$ cat src/rtl/net_pkg.sv
// Shared networking types: arbiter FSM states and the user-datapath beat type.
package net_pkg;

  typedef enum logic [1:0] {
    IDLE  = 2'd0,
    FWD   = 2'd1,
    DRAIN = 2'd2
  } arb_state_t;

  localparam int NET_DATA_WIDTH = 64;

  typedef logic [NET_DATA_WIDTH-1:0] net_beat_t;

endpackage

$ cat src/rtl/tx_packet_arbiter_rr_pick.sv
// Rotating-priority pick: the lowest-index request at or above i_ptr wins,
// wrapping to the lowest request overall. Uses a double-width vector whose
// low half has the requests below i_ptr masked off, so one priority encoder
// handles the wrap.
module rr_pick #(
  parameter int N     = 4,
  parameter int IDX_W = $clog2(N)
) (
  input  logic [N-1:0]     i_req,
  input  logic [IDX_W-1:0] i_ptr,
  output logic             o_any,
  output logic [IDX_W-1:0] o_grant
);

  logic [N-1:0]   w_lo_mask;
  logic [2*N-1:0] w_dbl;

  assign w_lo_mask = {N{1'b1}} << i_ptr;
  assign w_dbl     = {i_req, i_req & w_lo_mask};
  assign o_any     = |i_req;

  // Priority encode the doubled vector; scanning downward leaves the lowest set bit.
  always_comb begin
    o_grant = '0;
    for (int j = 2*N-1; j >= 0; j--) begin
      if (w_dbl[j]) begin
        o_grant = (j >= N) ? IDX_W'(j - N) : IDX_W'(j);
      end
    end
  end

endmodule

$ cat src/rtl/tx_packet_arbiter.sv
// Packet-granular round-robin arbiter sharing one transmit user interface
// among N_PORTS sources. Enforces a maximum packet length (truncate, then
// drain the remainder), flushes orphan non-SOP beats while idle, and keeps
// status counters/flags for the management block.
module tx_packet_arbiter
  import net_pkg::*;
#(
  parameter  int N_PORTS    = 4,
  parameter  int DATA_WIDTH = NET_DATA_WIDTH,
  parameter  int MAX_BEATS  = 1200,
  localparam int IDX_W      = $clog2(N_PORTS)
) (
  input  logic                          clk,
  input  logic                          rst_n,
  input  logic [N_PORTS-1:0]            port_en,
  input  logic [N_PORTS-1:0]            s_valid,
  input  logic [N_PORTS*DATA_WIDTH-1:0] s_data,
  input  logic [N_PORTS-1:0]            s_sop,
  input  logic [N_PORTS-1:0]            s_eop,
  output logic [N_PORTS-1:0]            s_ready,
  output logic                          m_valid,
  output logic [DATA_WIDTH-1:0]         m_data,
  output logic                          m_sop,
  output logic                          m_eop,
  input  logic                          m_ready,
  output logic                          busy,
  output logic [IDX_W-1:0]              cur_grant,
  output logic [15:0]                   pkt_count,
  output logic                          err_len,
  output logic                          err_frame
);

  arb_state_t r_state, w_state_nxt;

  logic [IDX_W-1:0] r_rr_ptr, w_rr_ptr_nxt;
  logic [IDX_W-1:0] r_grant, w_grant_nxt;
  logic [15:0]      r_beat_cnt, w_beat_cnt_nxt;
  logic [15:0]      r_pkt_count, w_pkt_count_nxt;
  logic             r_err_len, w_err_len_nxt;
  logic             r_err_frame, w_err_frame_nxt;

  logic [N_PORTS-1:0]    w_eligible;
  logic [N_PORTS-1:0]    w_orphan;
  logic                  w_any;
  logic [IDX_W-1:0]      w_pick;
  logic                  w_g_valid;
  logic [DATA_WIDTH-1:0] w_g_data;
  logic                  w_g_sop;
  logic                  w_g_eop;
  logic                  w_at_limit;
  logic [IDX_W-1:0]      w_grant_inc;

  assign w_eligible = port_en & s_valid & s_sop;
  // Orphan beats (valid without SOP while idle) are accepted only to be discarded.
  assign w_orphan   = port_en & s_valid & ~s_sop;

  assign w_g_valid  = s_valid[r_grant];
  assign w_g_data   = s_data[r_grant*DATA_WIDTH +: DATA_WIDTH];
  assign w_g_sop    = s_sop[r_grant];
  assign w_g_eop    = s_eop[r_grant];

  // beat_cnt counts beats already accepted, so this is the last allowed beat.
  assign w_at_limit  = (r_beat_cnt == 16'(MAX_BEATS - 1));
  assign w_grant_inc = (r_grant == IDX_W'(N_PORTS - 1)) ? '0 : r_grant + 1'b1;

  rr_pick #(
    .N     (N_PORTS),
    .IDX_W (IDX_W)
  ) u_rr_pick (
    .i_req   (w_eligible),
    .i_ptr   (r_rr_ptr),
    .o_any   (w_any),
    .o_grant (w_pick)
  );

  // Next-state, next-register and combinational output decode.
  always_comb begin
    // NOTE: every output of this block gets a default first, so no path can infer a latch.
    w_state_nxt     = r_state;
    w_rr_ptr_nxt    = r_rr_ptr;
    w_grant_nxt     = r_grant;
    w_beat_cnt_nxt  = r_beat_cnt;
    w_pkt_count_nxt = r_pkt_count;
    w_err_len_nxt   = r_err_len;
    w_err_frame_nxt = r_err_frame;
    m_valid         = 1'b0;
    m_data          = '0;
    m_sop           = 1'b0;
    m_eop           = 1'b0;
    s_ready         = '0;

    case (r_state)
      IDLE: begin
        s_ready = w_orphan;
        if (|w_orphan) begin
          w_err_frame_nxt = 1'b1;
        end
        if (w_any) begin
          w_grant_nxt    = w_pick;
          w_beat_cnt_nxt = '0;
          w_state_nxt    = FWD;
        end
      end

      FWD: begin
        m_valid          = w_g_valid;
        m_data           = w_g_data;
        m_sop            = w_g_sop;
        m_eop            = w_g_eop | w_at_limit;
        s_ready[r_grant] = m_ready;
        if (w_g_valid && m_ready) begin
          w_beat_cnt_nxt = r_beat_cnt + 16'd1;
          if (w_g_eop) begin
            w_pkt_count_nxt = r_pkt_count + 16'd1;
            w_rr_ptr_nxt    = w_grant_inc;
            w_state_nxt     = IDLE;
          end else if (w_at_limit) begin
            w_pkt_count_nxt = r_pkt_count + 16'd1;
            w_err_len_nxt   = 1'b1;
            w_rr_ptr_nxt    = w_grant_inc;
            w_state_nxt     = DRAIN;
          end
        end
      end

      DRAIN: begin
        s_ready[r_grant] = 1'b1;
        if (w_g_valid && w_g_eop) begin
          w_state_nxt = IDLE;
        end
      end

      default: begin
        w_state_nxt = IDLE;
      end
    endcase
  end

  // FSM state register.
  always_ff @(posedge clk or negedge rst_n) begin
    // NOTE: clocked state uses non-blocking assignments so all registers update together.
    if (!rst_n) begin
      r_state <= IDLE;
    end else begin
      r_state <= w_state_nxt;
    end
  end

  // Grant, pointer, beat counter and status registers.
  always_ff @(posedge clk or negedge rst_n) begin
    if (!rst_n) begin
      r_rr_ptr    <= '0;
      r_grant     <= '0;
      r_beat_cnt  <= '0;
      r_pkt_count <= '0;
      r_err_len   <= 1'b0;
      r_err_frame <= 1'b0;
    end else begin
      r_rr_ptr    <= w_rr_ptr_nxt;
      r_grant     <= w_grant_nxt;
      r_beat_cnt  <= w_beat_cnt_nxt;
      r_pkt_count <= w_pkt_count_nxt;
      r_err_len   <= w_err_len_nxt;
      r_err_frame <= w_err_frame_nxt;
    end
  end

  assign busy      = (r_state != IDLE);
  assign cur_grant = r_grant;
  assign pkt_count = r_pkt_count;
  assign err_len   = r_err_len;
  assign err_frame = r_err_frame;

endmodule

$ cat config.mk
export PLATFORM = sky130hd
export DESIGN_NAME = tx_packet_arbiter
export DESIGN_NICKNAME = d
export VERILOG_FILES = /design/src/rtl/net_pkg.sv /design/src/rtl/tx_packet_arbiter_rr_pick.sv /design/src/rtl/tx_packet_arbiter.sv
export SDC_FILE = /design/constraint.sdc
export NUM_CORES = 1
export LEC_CHECK = 0
export ABC_CLOCK_PERIOD_IN_PS = 1900
export BUFFER_PORTS_ARGS = -buffer_cell sky130_fd_sc_hd__buf_2
export CORE_AREA = 3 3 140 142
export DETAILED_ROUTE_END_ITERATION = 8
export DIE_AREA = 0 0 143 145
export GPL_ROUTABILITY_DRIVEN = 0
export HOLD_SLACK_MARGIN = 0.02
export PLACE_DENSITY_LB_ADDON = 0.05
export REMOVE_ABC_BUFFERS = 1
export SLEW_MARGIN = 15
export SYNTH_ARGS = -nofsm -noshare
export SYNTH_HDL_FRONTEND = slang
export SYNTH_SLANG_ARGS = --single-unit
$ cat constraint.sdc
create_clock -name clk -period 1.9 [get_ports clk]
set_input_delay 0.19 -clock clk [delete_from_list [all_inputs] [get_ports clk]]
set_output_delay 0.19 -clock clk [all_outputs]
set_load 0.02 [all_outputs]
==> impl_metrics.py <==
metrics = {
    "status": {
        "status": "complete, but fails checks",
        "violations": "negative setup slack",
    },
    "synthesis": {
        "synth_simple_gate_area_share_pct": 21.0,
        "synth_mux_area_share_pct": 35.9,
        "synth_top_family_by_area": "multiplexers",
        "yosysWarnings": 0,
        "postSynth.asyncResetShare_pct": 100,
        "syn_area_um2": 4320,
        "synth_cells": 380,
        "yosys_register_bits": 40,
        "synth-xor-area-share_pct": 4.25,
        "synth_edf_count": 0,
        "synth_compound_area_share_pct": 9.35,
        "avgSynthCellArea_um2": 11.4,
        "ys_dominant_reg_cell": "dfrtp_1",
        "yosysUniqueCellTypes": 45,
        "synth_fa_ha_area_share_pct": 1.74,
        "ys_seq_area_share_pct": 23.1,
    },
    "die": {
        "die_area_um2": 20700,
        "die_h_um": 145,
        "row_count": 50,
        "die_w_um": 143,
        "pin_count": 367,
        "start_util_pct": 23.3,
        "core-area_um2": 18600,
    },
    "timing": {
        "fin_ws_ns": -0.231,
        "worstMarginPinSlew_ns": 0.392,
        "period_minus_slack_ns": 2.13,
        "clock_skew_ns": 0.00493,
        "slew_headroom_pct": 73.9,
        "final_max_slew_viol_count": 0,
        "hold_viol_final": 0,
        "fmax_mhz": 469,
        "period_share_pct": 112,
        "setup_viol": 73,
        "setup_tns_ns": -11.65,
        "rsz0062_at_grt": "true",
    },
    "final_layout": {
        "n_fill_cell": 1871,
        "nets": 1046,
        "ff_latch_area_um2": 1010,
        "final_cell_mix": "buf_2 (299), buf_6 (73), mux4_2 (67)",
        "areaGrowthSynthToFinish_pct": 85.5,
        "final_common_cell": "buf_2",
        "multiInputGateArea_um2": 3580,
        "layout-drive-gt1-share_pct": 77.9,
    },
    "global_route": {
        "antenna_found_initial": 20,
        "grt_pass1_vias": 5176,
        "grt_use_total_pct": 23.7,
        "grt_pass1_wl_um": 36000,
        "grt_max_degree": 70,
        "overflow": 0,
    },
    "clock_network": {
        "cts_buffer_depth": 2,
        "cts.sinks": 40,
        "cts_tree": "done",
        "root_buffer": "clkbuf_16",
        "htreeDepth": 2,
        "clk_pin_slew_ns": 0.06,
        "cts_buffers": 5,
        "worst_skew_pair.late_latency_ns": 0.29,
    },
    "worst_setup_path": {
        "ff2ff_path_depth": 5,
        "crit_path_end_kind": "primary output",
        "critPathLaunch": "cur_grant[0]$_DFFE_PN0P_",
        "r2r_setup_slack_ns": -0.08,
        "rr_endpoint": "pkt_count[1]$_DFFE_PN0P_",
        "cp-start-kind": "flop",
        "endpoint": "m_data[41]",
        "worstSetupPathType": "reg2out",
        "cp.arrival_ns": 1.94,
        "path_max_fanout": 5,
        "required_ns": 1.71,
        "timing.rr.start": "cur_grant[0]$_DFFE_PN0P_",
    },
    "routing": {
        "drt-pass1-iter-count": 4,
        "vias": 5139,
        "drtIter0Drc": 227,
        "wl_per_cell_um": 25.6,
        "antenna_left": 0,
        "drc": 0,
        "vias_per_cell": 5.09,
        "routed_wl_um": 25800,
    },
    "min_path": {
        "min_path_type": "in2reg",
    },
    "power_and_ir_drop": {
        "p_per_area_nw_per_um2": 1410,
        "power_leakage_nw": 3.70,
        "ir_worst_vdd_mv": 0.509,
    },
    "placed_design": {
        "post-place-ws_ns": -0.0579,
        "post-dp-hpwl_um": 21000,
        "io_buffers": 366,
    },
    "flow_run": {
        "cap_violations": 0,
    },
}
## per-layer routing
layer | global-route usage [%] | up-vias | wire [um]
li1 | - | 2269 | -
met1 | 31.2 | 2602 | 10400
met2 | 37.4 | 226 | 12500
met3 | 8.73 | 28 | 2670
met4 | 4.90 | 14 | 231
met5 | 0 | - | 92
## critical path, stage by stage, from the launching register on
cell and delay, ns:
dfrtp_4 0.52, buf_12 0.15, buf_12 0.13, buf_16 0.13, mux4_2 0.42, and2_4 0.17, buf_6 0.12
## repair_timing
item,CTS,global route
hold buffers,1,0
cloned,9,1
endpoints found under the setup margin,70,94
setup buffers,12,4
pin swaps,4,26
gates resized for setup,205,80
hold endpoints to repair,14,0
## kinds of logic after synthesis
logic type / count (synthesis)
buf+inv: 38
compound gates: 53
xor+xnor: 21
flops: 40
fa+ha+maj: 6
mux: 71
simple gates: 151
## layout make-up
type	count	share of cell area, %
inverters	4	0.281
multi-input cells	302	44.6
diodes	9	0.281
flip-flops and latches	40	12.6
clock inverters	1	0.0624
clock buffers	7	1.65
repair buffers	412	36.9
well taps	234	3.65
## flip-flops by register name, indices dropped and copies added, names as in the netlist
register	flops
pkt_count	16
r_beat_cnt	16
cur_grant	2
r_rr_ptr	2
r_state	2
err_frame	1
err_len	1
## worst min path at each step
stage               slack, ns    start                        end  cells after the start
floorplan               -0.11    rst_n   cur_grant[0]$_DFFE_PN0P_                      0
global placement         0.14    rst_n  r_beat_cnt[9]$_DFFE_PN0P_                      1
detailed placement       0.14    rst_n  r_beat_cnt[9]$_DFFE_PN0P_                      1
CTS                      0.24  m_ready     r_state[0]$_DFFE_PN0P_                      3
global route             0.24  m_ready     r_state[0]$_DFFE_PN0P_                      3
finish                   0.24  m_ready     r_state[0]$_DFFE_PN0P_                      3
## cell usage after synthesis (2+ instances only)
master	instances	share of area (%)
a21o_1	2	0.35
a21oi_1	8	0.93
and2_1	71	10
and3_1	11	1.6
and4_1	5	1.0
buf_1	4	0.35
buf_2	13	1.5
buf_6	5	1.3
clkbuf_1	12	1.0
dfrtp_1	40	23
ha_1	6	1.7
inv_1	4	0.35
mux2_2	4	1.0
mux4_2	67	35
nand2_1	14	1.2
nand3_1	12	1.4
nand3b_1	3	0.52
nand4_1	4	0.58
nor2_1	11	0.95
nor2b_1	2	0.29
nor3_1	2	0.23
o2111ai_1	8	1.6
o211ai_2	6	1.7
o21a_1	4	0.69
o21ai_0	12	1.4
o22ai_1	3	0.43
o31ai_1	3	0.52
or2_2	2	0.29
or3_1	6	0.87
or4_1	2	0.35
xnor2_1	15	3.0
xor2_1	6	1.2
## metrics by stage
stage | instances | power, mW | hold slack [ns] | cell area [um2] | util, %
after floorplan | 346 | 5.13 | -0.106 | 4140 | -
after global placement | 968 | 7.44 | 0.138 | 6510 | 35.0
after detailed placement | 968 | 7.47 | 0.142 | 6510 | 35.0
after CTS | 998 | 11.0 | 0.240 | 7700 | 41.5
after global routing | 1007 | 11.9 | 0.241 | 8020 | 43.1
final | 1009 | 11.3 | 0.243 | 8020 | 43.2
## report_power, final
group	leakage [nW]	total [mW]	switching, mW	internal (mW)
clock	0.0679	0.823	0.337	0.486
combinational	3.10	9.37	4.18	5.18
sequential	0.534	1.13	0.151	0.984
total	3.70	11.3	4.67	6.65
No activity file was read; power rests on OpenSTA's default activity.
